$ cat src/rtl/wb_queue_if.sv
// Write-back queue bus: producer request, register-file write port, lookup port and occupancy.
// The slave modport is the queue's view; master is the producer/register-file side.
interface wb_queue_if #(
  parameter int DEPTH  = 4,
  parameter int DATA_W = 32,
  parameter int ADDR_W = 5
);
  localparam int CNT_W = $clog2(DEPTH) + 1;

  logic              in_valid;
  logic              in_ready;
  logic [ADDR_W-1:0] in_addr;
  logic [DATA_W-1:0] in_data;
  logic              drain_hold;
  logic              wr_en;
  logic [ADDR_W-1:0] wr_addr;
  logic [DATA_W-1:0] wr_data;
  logic [ADDR_W-1:0] lookup_addr;
  logic              lookup_hit;
  logic [DATA_W-1:0] lookup_data;
  logic [CNT_W-1:0]  count;

  modport master (
    output in_valid, in_addr, in_data, drain_hold, lookup_addr,
    input  in_ready, wr_en, wr_addr, wr_data, lookup_hit, lookup_data, count
  );

  modport slave (
    input  in_valid, in_addr, in_data, drain_hold, lookup_addr,
    output in_ready, wr_en, wr_addr, wr_data, lookup_hit, lookup_data, count
  );
endinterface

$ cat src/rtl/wb_queue.sv
// Write-back queue ahead of the register file write port, with youngest-match forwarding lookup.
// Latency: accept at edge N drives wr_* in cycle N+1; no bypass from empty. Optional: WB_QUEUE_XZR_DROP_EN.
// Backpressure: in_ready drops only when full (independent of same-cycle drain); drain_hold stalls the head.
module wb_queue #(
  parameter int DEPTH  = 4,
  parameter int DATA_W = 32,
  parameter int ADDR_W = 5
) (
  input  logic       clk,
  input  logic       reset,
  wb_queue_if.slave  bus
);
  localparam int PTR_W = $clog2(DEPTH);
  localparam int CNT_W = PTR_W + 1;

  typedef struct packed {
    logic [ADDR_W-1:0] addr;
    logic [DATA_W-1:0] data;
  } entry_t;

  entry_t           mem [DEPTH];
  logic [PTR_W-1:0] head;
  logic [PTR_W-1:0] tail;
  logic [CNT_W-1:0] cnt;
  logic             accept;
  logic             store;
  logic             drain;
  logic             not_empty;

  assign not_empty    = (cnt != '0);
  assign bus.in_ready = (cnt != CNT_W'(DEPTH));
  assign bus.count    = cnt;
  assign accept       = bus.in_valid && bus.in_ready;
  assign drain        = not_empty && !bus.drain_hold;

`ifdef WB_QUEUE_XZR_DROP_EN
  // Writes to the all-ones (zero) register are handshaken but never occupy an entry.
  assign store = accept && (bus.in_addr != {ADDR_W{1'b1}});
`else
  assign store = accept;
`endif

  assign bus.wr_en   = drain;
  assign bus.wr_addr = not_empty ? mem[head].addr : '0;
  assign bus.wr_data = not_empty ? mem[head].data : '0;

  always_ff @(posedge clk or posedge reset) begin
    if (reset) begin
      head <= '0;
      tail <= '0;
      cnt  <= '0;
    end else begin
      if (store) tail <= tail + PTR_W'(1);
      if (drain) head <= head + PTR_W'(1);
      case ({store, drain})
        2'b10:   cnt <= cnt + CNT_W'(1);
        2'b01:   cnt <= cnt - CNT_W'(1);
        default: cnt <= cnt;
      endcase
    end
  end

  // Storage needs no reset: only entries counted as occupied are ever observed.
  always_ff @(posedge clk) begin
    if (store) mem[tail] <= '{addr: bus.in_addr, data: bus.in_data};
  end

  // Walk oldest to youngest so the last match (nearest the tail) wins.
  always_comb begin
    logic [PTR_W-1:0] idx;
    idx             = '0;
    bus.lookup_hit  = 1'b0;
    bus.lookup_data = '0;
    for (int i = 0; i < DEPTH; i++) begin
      idx = head + PTR_W'(i);
      if ((CNT_W'(i) < cnt) && (mem[idx].addr == bus.lookup_addr)) begin
        bus.lookup_hit  = 1'b1;
        bus.lookup_data = mem[idx].data;
      end
    end
  end
endmodule

$ cat src/flat_wrapper.sv
// flat-port wrapper written by rule: the top's interface ports become plain ports
module wb_queue_flat 
#(
  parameter int DEPTH  = 4,
  parameter int DATA_W = 32,
  parameter int ADDR_W = 5
)
  (clk, reset, bus_in_valid, bus_in_addr, bus_in_data, bus_drain_hold, bus_lookup_addr, bus_in_ready, bus_wr_en, bus_wr_addr, bus_wr_data, bus_lookup_hit, bus_lookup_data, bus_count);
  wb_queue_if #(.DEPTH(DEPTH), .DATA_W(DATA_W), .ADDR_W(ADDR_W)) bus_i ();
  input  logic clk;
  input  logic reset;
  input wire logic [$bits(bus_i.in_valid)-1:0] bus_in_valid;
  input wire logic [$bits(bus_i.in_addr)-1:0] bus_in_addr;
  input wire logic [$bits(bus_i.in_data)-1:0] bus_in_data;
  input wire logic [$bits(bus_i.drain_hold)-1:0] bus_drain_hold;
  input wire logic [$bits(bus_i.lookup_addr)-1:0] bus_lookup_addr;
  output wire logic [$bits(bus_i.in_ready)-1:0] bus_in_ready;
  output wire logic [$bits(bus_i.wr_en)-1:0] bus_wr_en;
  output wire logic [$bits(bus_i.wr_addr)-1:0] bus_wr_addr;
  output wire logic [$bits(bus_i.wr_data)-1:0] bus_wr_data;
  output wire logic [$bits(bus_i.lookup_hit)-1:0] bus_lookup_hit;
  output wire logic [$bits(bus_i.lookup_data)-1:0] bus_lookup_data;
  output wire logic [$bits(bus_i.count)-1:0] bus_count;
  assign bus_i.in_valid = bus_in_valid;
  assign bus_i.in_addr = bus_in_addr;
  assign bus_i.in_data = bus_in_data;
  assign bus_i.drain_hold = bus_drain_hold;
  assign bus_i.lookup_addr = bus_lookup_addr;
  assign bus_in_ready = bus_i.in_ready;
  assign bus_wr_en = bus_i.wr_en;
  assign bus_wr_addr = bus_i.wr_addr;
  assign bus_wr_data = bus_i.wr_data;
  assign bus_lookup_hit = bus_i.lookup_hit;
  assign bus_lookup_data = bus_i.lookup_data;
  assign bus_count = bus_i.count;
  wb_queue #(.DEPTH(DEPTH), .DATA_W(DATA_W), .ADDR_W(ADDR_W)) u_core (.clk(clk), .reset(reset), .bus(bus_i));
endmodule
$ cat config.mk
export PLATFORM = sky130hd
export DESIGN_NAME = wb_queue_flat
export DESIGN_NICKNAME = d
export VERILOG_FILES = /design/src/rtl/wb_queue_if.sv /design/src/rtl/wb_queue.sv /design/src/flat_wrapper.sv
export SDC_FILE = /design/constraint.sdc
export NUM_CORES = 1
export LEC_CHECK = 0
export ABC_CLOCK_PERIOD_IN_PS = 3300
export BUFFER_PORTS_ARGS = -buffer_cell sky130_fd_sc_hd__buf_2
export CAP_MARGIN = 20
export CORE_ASPECT_RATIO = 1.2
export CORE_UTILIZATION = 35
export CTS_CLUSTER_DIAMETER = 40
export CTS_CLUSTER_SIZE = 40
export DETAILED_ROUTE_END_ITERATION = 8
export GPL_TIMING_DRIVEN = 0
export RECOVER_POWER = 100
export SYNTH_ARGS = -nofsm -noshare
export SYNTH_HDL_FRONTEND = slang
export SYNTH_SLANG_ARGS = --single-unit
$ cat constraint.sdc
create_clock -name clk -period 3.3 [get_ports clk]
set_clock_uncertainty 0.15 [all_clocks]
set_input_delay 0.66 -clock clk [delete_from_list [all_inputs] [get_ports clk]]
set_output_delay 0.66 -clock clk [all_outputs]
set_load 0.01 [all_outputs]
After elaboration in Yosys (flattened, before gate mapping)

Memories as Yosys holds them, arrays and structs flattened.
Cells that the tools add are included.

Bits in registers: 7
Bits in latches: 0
RAM bits: 148
Memory bits (read-only): 0
Input bits: 46
Memories: 1

Memories:

| memory     | words | width | rd ports | clocked after Yosys merged registers in | write ports | line           | RTL |
|---|---|---|---|---|---|---|---|
| u_core.mem | 4     | 37    | 4        | 0                                       | 1           | wb_queue.sv:21 | `entry_t mem [DEPTH];` |

$add $sub $neg: 6
$mul: 0
Div/mod/pow operators: 0
Magnitude comparators: 4
Equality and inequality tests: 7
Shifts and indexed selects: 0
Multiplexer cells: 13
Bitwise logic cells: 0
Reduce and logical (&&, ||, !) cells: 9

Operators with widths:

| operator                                                   | count |
|---|---|
| two-way mux 32 bit                                         | 5 |
| equality test 5 bit                                        | 4 |
| logical AND 1 bit                                          | 6 |
| less-than comparator 1 x 3 -> 1 bit (first input constant) | 2 |
| less-than comparator 2 x 3 -> 1 bit (first input constant) | 2 |
| two-way mux 1 bit                                          | 6 |
| one-hot mux 3 bit (2 select lines)                         | 1 |
| two-way mux 5 bit                                          | 1 |
| adder 2 x 1 -> 2 bit (second input constant)               | 2 |
| adder 2 bit (second input constant)                        | 2 |
| adder 3 x 1 -> 3 bit (second input constant)               | 1 |
| inequality test 3 bit (second input constant)              | 1 |
| nonzero test 3 bit                                         | 1 |
| subtractor 3 x 1 -> 3 bit (second input constant)          | 1 |
| equality test 2 x 1 -> 1 bit (second input constant)       | 1 |
| equality test 2 bit (second input constant)                | 1 |
| nonzero test 2 bit                                         | 1 |
| logical NOT 1 bit                                          | 1 |

Logic depth before layout (Yosys ltp)

Gate-level depths: netlist of the first run.
An unclocked memory read counts as a cell.

Word-level depth: 7
Depth in mapped cells: 11
Mapped depth without buffers: 9

Least setup slack after synthesis of the first run

No wires, ideal clock.

Kind: reg2out
From: register u_core.head[1]
To: output bus_lookup_data[10]
Data arrival time: 2.417 ns
Required time: 2.490 ns
Path slack: 0.073 ns
Cell stages (with the launch flop): 11
Path through: dfrtp_1 -> buf_6 -> buf_4 -> buf_2 -> mux4_2 -> xnor2_1 -> nand4_1 -> nor2_2 -> buf_2 -> mux2_2 -> o22ai_1

Cells in the longest elaborated chain, start to end: 7
Elaborated cells between the ends (all ways): 16
Those cells by class: 3 x add/sub; 4 x eq/ne; 4 x mux; 4 x reduce/logical; 1 x memory

RTL lines:

| item                                                        | line               | RTL |
|---|---|---|
| from (decl)                                                 | wb_queue.sv:22     | `logic [PTR_W-1:0] head;` |
| from (signal assigned)                                      | wb_queue.sv:54     | `if (drain) head <= head + PTR_W'(1);` |
| adder 2 x 1 -> 2 bit or memory (4 x 37 bit) (tied branches) | n/a                |  |
| memory (4 x 37 bit) *                                       | n/a                |  |
| equality test 5 bit or logical AND 1 bit (tied branches)    | wb_queue.sv:76     | `if ((CNT_W'(i) < cnt) && (mem[idx].addr == bus.lookup_addr)) begin` |
| logical AND 1 bit or two-way mux 32 bit (tied branches)     | wb_queue.sv:76     |  |
| two-way mux 32 bit (2 in a row)                             | wb_queue.sv:76     |  |
| two-way mux 32 bit *                                        | wb_queue.sv:76     |  |
| to (decl)                                                   | flat_wrapper.sv:22 | `output wire logic [$bits(bus_i.lookup_data)-1:0] bus_lookup_data;` |

Every way passes the cells marked *; elsewhere a longest branch is shown, timed or not.

Worst setup path after layout of the first run

From: register u_core.head[0]
To: output bus_lookup_data[23]

The elaborated chain is that of the path after synthesis.

==> summary.md, run 1 <==
| Metric | Value |
|---|---|
| Worst Reg-to-Reg Cells | 5 |
| Total vias in the final route | 9169 |
| Rel. slew slack | 0.166 |
| Share of cells above drive strength 1 | 0.574 |
| Final setup viols | 33 |
| Initial Util | 0.359 |
| Type of the worst setup path | reg2out |
| First DRT Iteration DRCs | 937 |
| Syn_nets | 960 |
| Worst VDD drop | 0.000534 V |
| Most common cell after layout, fill and taps aside | edfxtp_1 |
| H-Tree Depth | 4 |
| Most frequent cells in the layout | 148 x edfxtp_1, 99 x mux2_2, 90 x buf_2, 54 x nor2_1, 45 x clkbuf_1 |
| Fmax | 248 MHz |
| Post-synth cell types | 47 |
| Die area | 31400 um^2 |
| Final WS setup | -0.728 ns |
| Antenna-violating nets left | 0 |
| Die Y | 194 um |
| Top cells by area, synth | edfxtp_1 41%, mux2_2 13%, a2111oi_2 4.0%, a311oi_2 3.9%, mux4_2 3.8% |
| Final core utilization | 0.517 |
| FFs w/ async S/R, synth | 0.0452 |
| Multi-input gate area | 7640 um^2 |
| Min Hold Slack | 0.320 ns |
| Clk sink count | 155 |
| Hold wc startpoint | bus_in_addr[1] |
| DR vias/cell | 6.21 |
| Avg Cell Area, Syn | 11.9 um^2 |
| Register area | 4620 um^2 |
| Area leader, netlist | edfxtp_1 |
| CP Data Required Time | 2.49 ns |
| Unrepaired setup endpoints after global routing | true |
| CTS tree | yes |
| Outcome | finished with violations |
| Cell count after synthesis | 905 |
| Port bufs | 120 |
| Antenna cell count | 0 |
| CP endpoint kind | primary output |
| Root Buffer | clkbuf_16 |
| Initial antenna violation count | 0 |
| Top FF cell, synth | edfxtp_1 |
| Rows | 69 |
| Routed len/inst | 25.8 um |
| Worst-Margin Slew | 1.25 ns |
| Min cycle time layout | 4.03 ns |
| Final worst-path cycle share | 1.22 |
| Final Cell Area | 15500 um^2 |
| Cell Area, Synth | 10800 um^2 |
| Routed WL | 38000 um |
| Pwr dens | 1110 nW/um^2 |
| First-pass GRT wire length | 54000 um |
| Startpoint type of the worst setup path | register |
| TNS Setup | -21.95 ns |
| Post-DP HPWL | 24300 um |
| R2r setup slk | 1.06 ns |
| EDFF count, synth | 148 |
| Total GRT Usage | 0.229 |
| WP data arrival | 3.22 ns |
| Vias in the first global route | 8975 |
| Nets | 1128 |
| Slew Limit Fails | 0 |
| Clk slew on worst S/H paths | 0.08 ns |
| Pre-CTS WS | -0.829 ns |
| Worst skew pair latency | 0.45 ns |
| R2R Path End | u_core.mem[2][15] |
| Worst Hold Class | in2reg |
| Syn-to-layout area delta | 44.0% |
| Crit-path max FO | 8 |
| Total grt overflow | 0 |
| Hold endpoint | u_core.mem[0][33] |
| YS warnings | 0 |
| Sequential fraction of the synthesis area | 0.429 |
| # DRC | 0 |
| FF-to-FF Start | u_core.bus.count[0] |
| Max-cap viol count | 0 |
| First-pass iteration count of the detailed router | 5 |
| Pin count of the biggest net entering global routing | 26 |
| Cell Area, Placed | 11900 um^2 |
| Pleak | 0.00506 uW |
| Hold Path Depth | 1 |
| Clock buffer depth | 2 |
| Seq cells post-synth | 155 |
| CTS buffer count | 17 |
| Violated checks | negative setup slack |
| Die W | 162 um |
| Core footprint | 30000 um^2 |
| Final hold viol count | 0 |
| Top cell type's share of synthesized area | 0.413 |
| IO Pins | 121 |
| # fillers | 2449 |
| Routability cong. | 0.838 |
logic make-up (layout without fill, tap and decap cells):
group	Yosys count	after routing	share of synthesized area
buffers and inverters	107	288	0.0514
XOR/XNOR	24	24	0.0202
multiplexers	186	186	0.209
AND/OR/NAND/NOR	191	191	0.0919
flip-flops	155	155	0.429
AO/OA/AOI/OAI	233	233	0.188
adder cells (fa/ha/maj)	9	9	0.0105
worst max-delay path by stage:
stage	startpoint	end	depth (start not counted)
after floorplan	u_core.head[1]	bus_lookup_data[10]	10
after global placement	u_core.head[0]	bus_wr_data[20]	10
after detailed placement	u_core.head[0]	bus_wr_data[20]	10
after CTS	u_core.head[0]	bus_lookup_data[16]	10
after global routing	u_core.head[0]	bus_lookup_data[23]	10
final	u_core.head[0]	bus_lookup_data[23]	10
layer usage:
metal,vias to the layer above,part of all wire,track usage
met5,-,0,0
met4,0,0.031,0.0943
met3,93,0.070,0.0419
met2,468,0.50,0.379
met1,4651,0.40,0.293
li1,3957,-,-
synth_stat cells, types with 9 or more instances:
master       n
a2111oi_2   29
a211oi_1    31
a21oi_1     33
a311oi_2    28
a31oi_1     32
buf_1       10
buf_2       25
buf_4       10
buf_6       11
clkbuf_1    45
edfxtp_1   148
ha_1         9
mux2_2     128
mux2i_1     40
mux4_2      18
nand2_1     39
nand3_1     32
nor2_1      67
nor4b_1     32
o22ai_1     32
o31ai_1     32
xnor2_1     16
cell type report:
type	instances	share of cell area
Buffer	101	0.0681
Clock buffer	20	0.0323
Clock inverter	12	0.00678
Inverter	6	0.00145
Multi-Input combinational cell	643	0.493
Sequential cell	155	0.298
Tap cell	390	0.0315
Timing Repair Buffer	149	0.0683
sequential cells by signal, indices dropped and copies added, names as in the netlist:
register / count
u_core.head: 2
u_core.tail: 2
u_core.bus.count: 3
u_core.mem: 148
report_power, final:
group	switching (uW)	internal, uW	total (uW)	leakage (uW)
Sequential	222	2610	2840	0.00144
Combinational	7030	5240	12300	0.00332
Clock	908	1130	2030	0.000303
Total	8160	8980	17100	0.00506
timing repair:
action	4_1_cts	5_1_grt
buffers inserted	11	2
hold buffers	1	0
endpoints found under the setup margin	65	65
gates cloned	3	8
gates resized for setup	292	231
pin swaps	11	68
hold endpoints to repair	7	0
stage by stage:
step | instances | total power, uW
finish | 1476 | 17100
CTS | 1466 | 15200
global placement | 1415 | 11200
global route | 1476 | 17800
detailed placement | 1419 | 11300
floorplan | 905 | 8520
worst max-delay path, stage by stage (launching register included):
cell       delay (ns)
dfrtp_1          0.36
buf_6            0.14
buf_12           0.13
mux4_2           0.58
xor2_4           0.30
buf_6            0.23
a2111oi_2        0.32
nand2_1          0.09
mux2_4           0.29
o22ai_4          0.16
buf_2            0.16
No activity file was read; power rests on OpenSTA's default activity.
==> run 2: changes to the inputs <==
- ABC_CLOCK_PERIOD_IN_PS: 3300 -> 4200
- clock period: 3.3 -> 4.2 ns (I/O delays scaled with it)
==> run 2 against run 1 <==
Against the previous run:
- the run ends with max-capacitance violations, max-slew violations left
- non-clock buffer count fell by 9
- register-to-register slack worse by 0.62 ns
- sequential power down 22%
==> summary.md, run 2 (same netlist as run 1, synthesis figures left out) <==
| Metric | Value |
|---|---|
| Clk slew on worst S/H paths | 0.08 ns |
| Post-DP HPWL | 24300 um |
| DR vias/cell | 6.07 |
| Pleak | 0.00445 uW |
| TNS Setup | 0 ns |
| CP endpoint kind | primary output |
| Unrepaired setup endpoints after global routing | true |
| DP Cell Count | 1419 |
| Net Sw Frac | 0.479 |
| Max-cap viol count | 4 |
| Antenna-violating nets left | 0 |
| CTS tree | yes |
| Worst VDD drop | 0.000418 V |
| Rows | 69 |
| Share of cells above drive strength 1 | 0.443 |
| Rel. slew slack | -0.295 |
| Total grt overflow | 0 |
| Startpoint type of the worst setup path | register |
| WP data arrival | 3.18 ns |
| Outcome | finished with violations |
| Port bufs | 120 |
| IO Pins | 121 |
| Pin count of the biggest net entering global routing | 26 |
| Clock buffer depth | 2 |
| CTS buffer count | 17 |
| Worst Hold Class | in2async |
| # fillers | 2760 |
| Comb power frac | 0.662 |
| Final worst-path cycle share | 0.993 |
| Final hold viol count | 0 |
| Slew Limit Fails | 99 |
| Die area | 31400 um^2 |
| Final setup viols | 0 |
| Initial antenna violation count | 0 |
| Clock Power Share | 0.142 |
| Initial Util | 0.359 |
| Routed len/inst | 24.4 um |
| First-pass iteration count of the detailed router | 5 |
| Total internal power | 5880 uW |
| # DRC | 0 |
| Crit path from | u_core.head[0] |
| Nets | 1119 |
| Core footprint | 30000 um^2 |
| Pwr dens | 843 nW/um^2 |
| Total GRT Usage | 0.223 |
| CP Data Required Time | 3.21 ns |
| Most common cell after layout, fill and taps aside | edfxtp_1 |
| Hold Buf Count CTS | 0 |
| Min Hold Slack | 0.153 ns |
| Root Buffer | clkbuf_16 |
| FF-to-FF Start | u_core.bus.count[0] |
| NetSw | 5410 uW |
| Max reg flops | 148 |
| Clk sink count | 155 |
| Worst skew pair latency | 0.45 ns |
| Crit-path max FO | 10 |
| Total power | 11300 uW |
| Fin cells | 1467 |
| Routed WL | 35800 um |
| Violated checks | max-capacitance violations, max-slew violations |
| Die W | 162 um |
| Fmax | 240 MHz |
| Syn-to-layout area delta | 24.5% |
| Min cycle time layout | 4.17 ns |
| Final core utilization | 0.447 |
| Type of the worst setup path | reg2out |
| Biggest register | u_core.mem |
| Antenna cell count | 0 |
| Worst-Margin Slew | 1.94 ns |
| Die Y | 194 um |
| Vias in the first global route | 8807 |
| Reg power frac | 0.196 |
| Total vias in the final route | 8907 |
| First-pass GRT wire length | 52400 um |
| First DRT Iteration DRCs | 885 |
| Routability cong. | 0.838 |
| Most frequent cells in the layout | 148 x edfxtp_1, 118 x mux2_2, 75 x clkbuf_1, 70 x buf_2, 67 x nor2_1 |
| H-Tree Depth | 4 |
==> run 2: stage by stage <==
step           instance area (um^2)  setup WS, ns
2_1_floorplan                 10800         0.793
3_3_place_gp                  11800        -0.119
3_5_place_dp                  11900        -0.109
4_1_cts                       13000       -0.0217
5_1_grt                       13400       -0.0500
6_report                      13400        0.0293
==> run 2: repair_timing <==
| action | 4_1_cts | 5_1_grt |
|---|---|---|
| setup endpoints to repair | 64 | 34 |
| pin swaps | 7 | 8 |
| setup buffers | 12 | 2 |
| resized for setup | 97 | 116 |
| gates cloned | 0 | 2 |
==> run 2: cell type report <==
cell class,instances,area (um^2),share of cell area
Buffer,101,758,0.0566
Multi-Input combinational cell,643,6190,0.462
Sequential cell,155,4620,0.345
Tap cell,390,488,0.0364
Inverter,6,22.5,0.00168
Clock inverter,12,105,0.00785
Timing Repair Buffer,140,709,0.0530
Clock buffer,20,500,0.0374
==> run 2: routing by layer <==
layer,track usage,vias to the layer above,share of wire
met1,0.282,4468,0.41
met3,0.0381,82,0.065
met5,0,-,0
li1,-,3959,-
met2,0.378,398,0.50
met4,0.0804,0,0.030
==> run 2: worst max-delay path, stage by stage (launching register included) <==
cell	delay, ns
dfrtp_1	0.36
buf_6	0.15
clkbuf_16	0.16
mux4_2	0.53
xnor2_2	0.15
nand4_1	0.20
nor2_4	0.22
buf_12	0.13
buf_12	0.14
mux2_2	0.35
o22ai_2	0.19
buf_2	0.16
==> run 2: power by group through the flow <==
stage | combinational (uW) | sequential (uW) | clock, uW
6_report | 7480 | 2220 | 1600
5_1_grt | 7890 | 2250 | 1660
4_1_cts | 7070 | 2190 | 1610
3_5_place_dp | 6650 | 2230 | 0
3_3_place_gp | 6560 | 2230 | 0
2_1_floorplan | 4490 | 2200 | 0
==> run 2: final timing paths <==
| path | to | slack [ns] | depth (start not counted) |
|---|---|---|---|
| min reg2reg | u_core.tail[1] | 0.49 | 2 |
| max reg2reg | u_core.mem[3][7] | 0.44 | 5 |
| min | u_core.tail[1] | 0.15 | 2 |
| max in group asynchronous | u_core.head[1] | 3.53 | 2 |
| min in group clk | u_core.tail[1] | 0.49 | 2 |
| max | bus_lookup_data[13] | 0.03 | 11 |
==> run 3: changes to the inputs <==
- ABC_AREA: not set -> 1
- CORE_UTILIZATION: 35 -> 55
- PLACE_DENSITY: not set -> 0.76
==> run 3 against run 2 <==
Against the previous run:
- the run still ends with max-capacitance violations, max-slew violations left
- global-route usage increased by 11 points
- via count grew 19%
- maximum frequency grew 4.1%
- hold slack improved by 0.027 ns
- flip-flop and latch count stayed put
- synthesized area shrank 4.1%
- die area fell by 39%
- cell area is 13% lower
- non-clock buffer count shrank 25
- register-to-register slack worse by 0.06 ns
- routed wire length is 11% lower
- highest routed layer unchanged
==> summary.md, run 3 <==
| Metric | Value |
|---|---|
| Final setup viols | 0 |
| Max-cap viol count | 2 |
| IO Pins | 121 |
| Routed WL | 31800 um |
| CTS tree | yes |
| DP Cell Count | 1868 |
| CP endpoint kind | primary output |
| Cell Area, Placed | 11300 um^2 |
| Share of cells above drive strength 1 | 0.0603 |
| WP data arrival | 3.02 ns |
| Max reg flops | 148 |
| Area leader, netlist | edfxtp_1 |
| Avg Cell Area, Syn | 6.79 um^2 |
| Rows | 54 |
| Hold Buf Count CTS | 0 |
| Final hold viol count | 0 |
| Total GRT Usage | 0.333 |
| First-pass iteration count of the detailed router | 9 |
| YS warnings | 0 |
| Worst Hold Class | in2async |
| Routability cong. | 0.930 |
| First DRT Iteration DRCs | 1257 |
| Most frequent cells in the layout | 657 x nand2_1, 218 x nor2_1, 190 x o21ai_0, 148 x edfxtp_1, 144 x clkbuf_1 |
| Die area | 19300 um^2 |
| Final Cell Area | 11700 um^2 |
| Startpoint type of the worst setup path | register |
| Count leader, synth | nand2_1 |
| Clk sink count | 155 |
| Root Buffer | clkbuf_16 |
| Antenna-violating nets left | 0 |
| Fin cells | 1900 |
| Multi-input gate area | 4750 um^2 |
| Type of the worst setup path | reg2out |
| Register area | 4620 um^2 |
| Antenna cell count | 0 |
| Routed len/inst | 16.7 um |
| Syn-to-layout area delta | 13.3% |
| Pleak | 0.00548 uW |
| First-pass GRT wire length | 49300 um |
| Violated checks | max-capacitance violations, max-slew violations |
| Post-DP HPWL | 21600 um |
| Slew Limit Fails | 36 |
| FFs w/ async S/R, synth | 0.0452 |
| Commonest cells in the netlist | 657 x nand2_1, 219 x nor2_1, 190 x o21ai_0 |
| Pin count of the biggest net entering global routing | 25 |
| Total vias in the final route | 10600 |
| Top FF cell, synth | edfxtp_1 |
| Unrepaired setup endpoints after global routing | false |
| Pwr dens | 818 nW/um^2 |
| Biggest register | u_core.mem |
| Final worst-path cycle share | 0.954 |
| Total power | 9570 uW |
| Initial Util | 0.566 |
| Die Y | 152 um |
| Initial antenna violation count | 0 |
| Crit-path max FO | 10 |
| Vias in the first global route | 9789 |
| Top cells by area, synth | edfxtp_1 43%, nand2_1 24%, o21ai_0 9.2%, nor2_1 8.0%, inv_1 4.6% |
| Fmax | 250 MHz |
| Worst skew pair latency | 0.44 ns |
| Clock buffer depth | 2 |
| Min Hold Slack | 0.179 ns |
| Seq cells post-synth | 155 |
| Top cell type's share of synthesized area | 0.431 |
| Post-CTS Setup Bufs | 0 |
| Most common cell after layout, fill and taps aside | nand2_1 |
| EDFF count, synth | 148 |
| # fillers | 1713 |
| Worst-Margin Slew | 1.78 ns |
| # DRC | 0 |
| CTS buffer count | 17 |
| Sequential fraction of the synthesis area | 0.448 |
| TNS Setup | 0 ns |
| DR vias/cell | 5.58 |
| H-Tree Depth | 4 |
| Die W | 127 um |
| Total grt overflow | 0 |
| Post-synth cell types | 24 |
| Port bufs | 120 |
| CP Data Required Time | 3.21 ns |
| Min cycle time layout | 4.01 ns |
| Cell count after synthesis | 1520 |
| Worst VDD drop | 0.000490 V |
| Clk slew on worst S/H paths | 0.07 ns |
| Post_cts resized | 0 |
| Outcome | finished with violations |
| Cell Area, Synth | 10300 um^2 |
| Core footprint | 18200 um^2 |
| Rel. slew slack | -0.190 |
| Syn_nets | 1575 |
| Nets | 1718 |
run 3: kinds of logic after synthesis:
logic type | synth area share
fa+ha+maj | 0.0109
flops | 0.448
compound gates | 0.101
xor+xnor | 0.00849
buf+inv | 0.0918
simple gates | 0.340
run 3: routing by layer:
metal,vias to the layer above,track usage,share of wire
met1,4765,0.425,0.38
met5,-,0,0
met3,109,0.0616,0.10
met4,0,0.144,0.035
li1,5061,-,-
met2,673,0.553,0.48
run 3: per-stage QoR:
stage / utilization / worst slack [ns]
detailed placement: 0.620 / 0.768
finish: 0.641 / 0.194
global route: 0.641 / 0.0156
floorplan: - / 0.964
global placement: 0.614 / -0.635
CTS: 0.653 / 0.305
run 3: critical path, cell delays in order (launching register included):
cell	delay [ns]
dfrtp_1	0.34
buf_4	0.19
buf_4	0.21
buf_2	0.24
clkbuf_1	0.46
o21ai_0	0.28
nand2_1	0.10
o21ai_0	0.11
nor2_1	0.13
nand2_1	0.06
nand2_1	0.08
nand2_1	0.09
nand2_1	0.10
buf_2	0.14
run 3: layout make-up:
class | instances | area share
Buffer | 92 | 0.0398
Clock buffer | 19 | 0.0370
Clock inverter | 13 | 0.0142
Inverter | 128 | 0.0411
Multi-Input combinational cell | 1145 | 0.407
Sequential cell | 155 | 0.395
Tap cell | 224 | 0.0240
Timing Repair Buffer | 124 | 0.0423
run 3: worst paths after layout:
check | depth (start not counted) | endpoint | slack, ns | from
min in group clk | 2 | u_core.bus.count[1] | 0.43 | u_core.bus.count[1]
hold reg to reg | 2 | u_core.bus.count[1] | 0.43 | u_core.bus.count[1]
setup reg to reg | 6 | u_core.mem[1][13] | 0.38 | u_core.bus.count[0]
hold / removal | 2 | u_core.head[1] | 0.18 | reset
setup / recovery | 13 | bus_lookup_data[28] | 0.19 | u_core.head[0]
max in group asynchronous | 2 | u_core.tail[1] | 3.49 | reset
run 3: report_power, final:
group	switching (uW)	internal, uW
clock network	639	938
registers	143	2060
logic	4170	1620
total	4950	4620
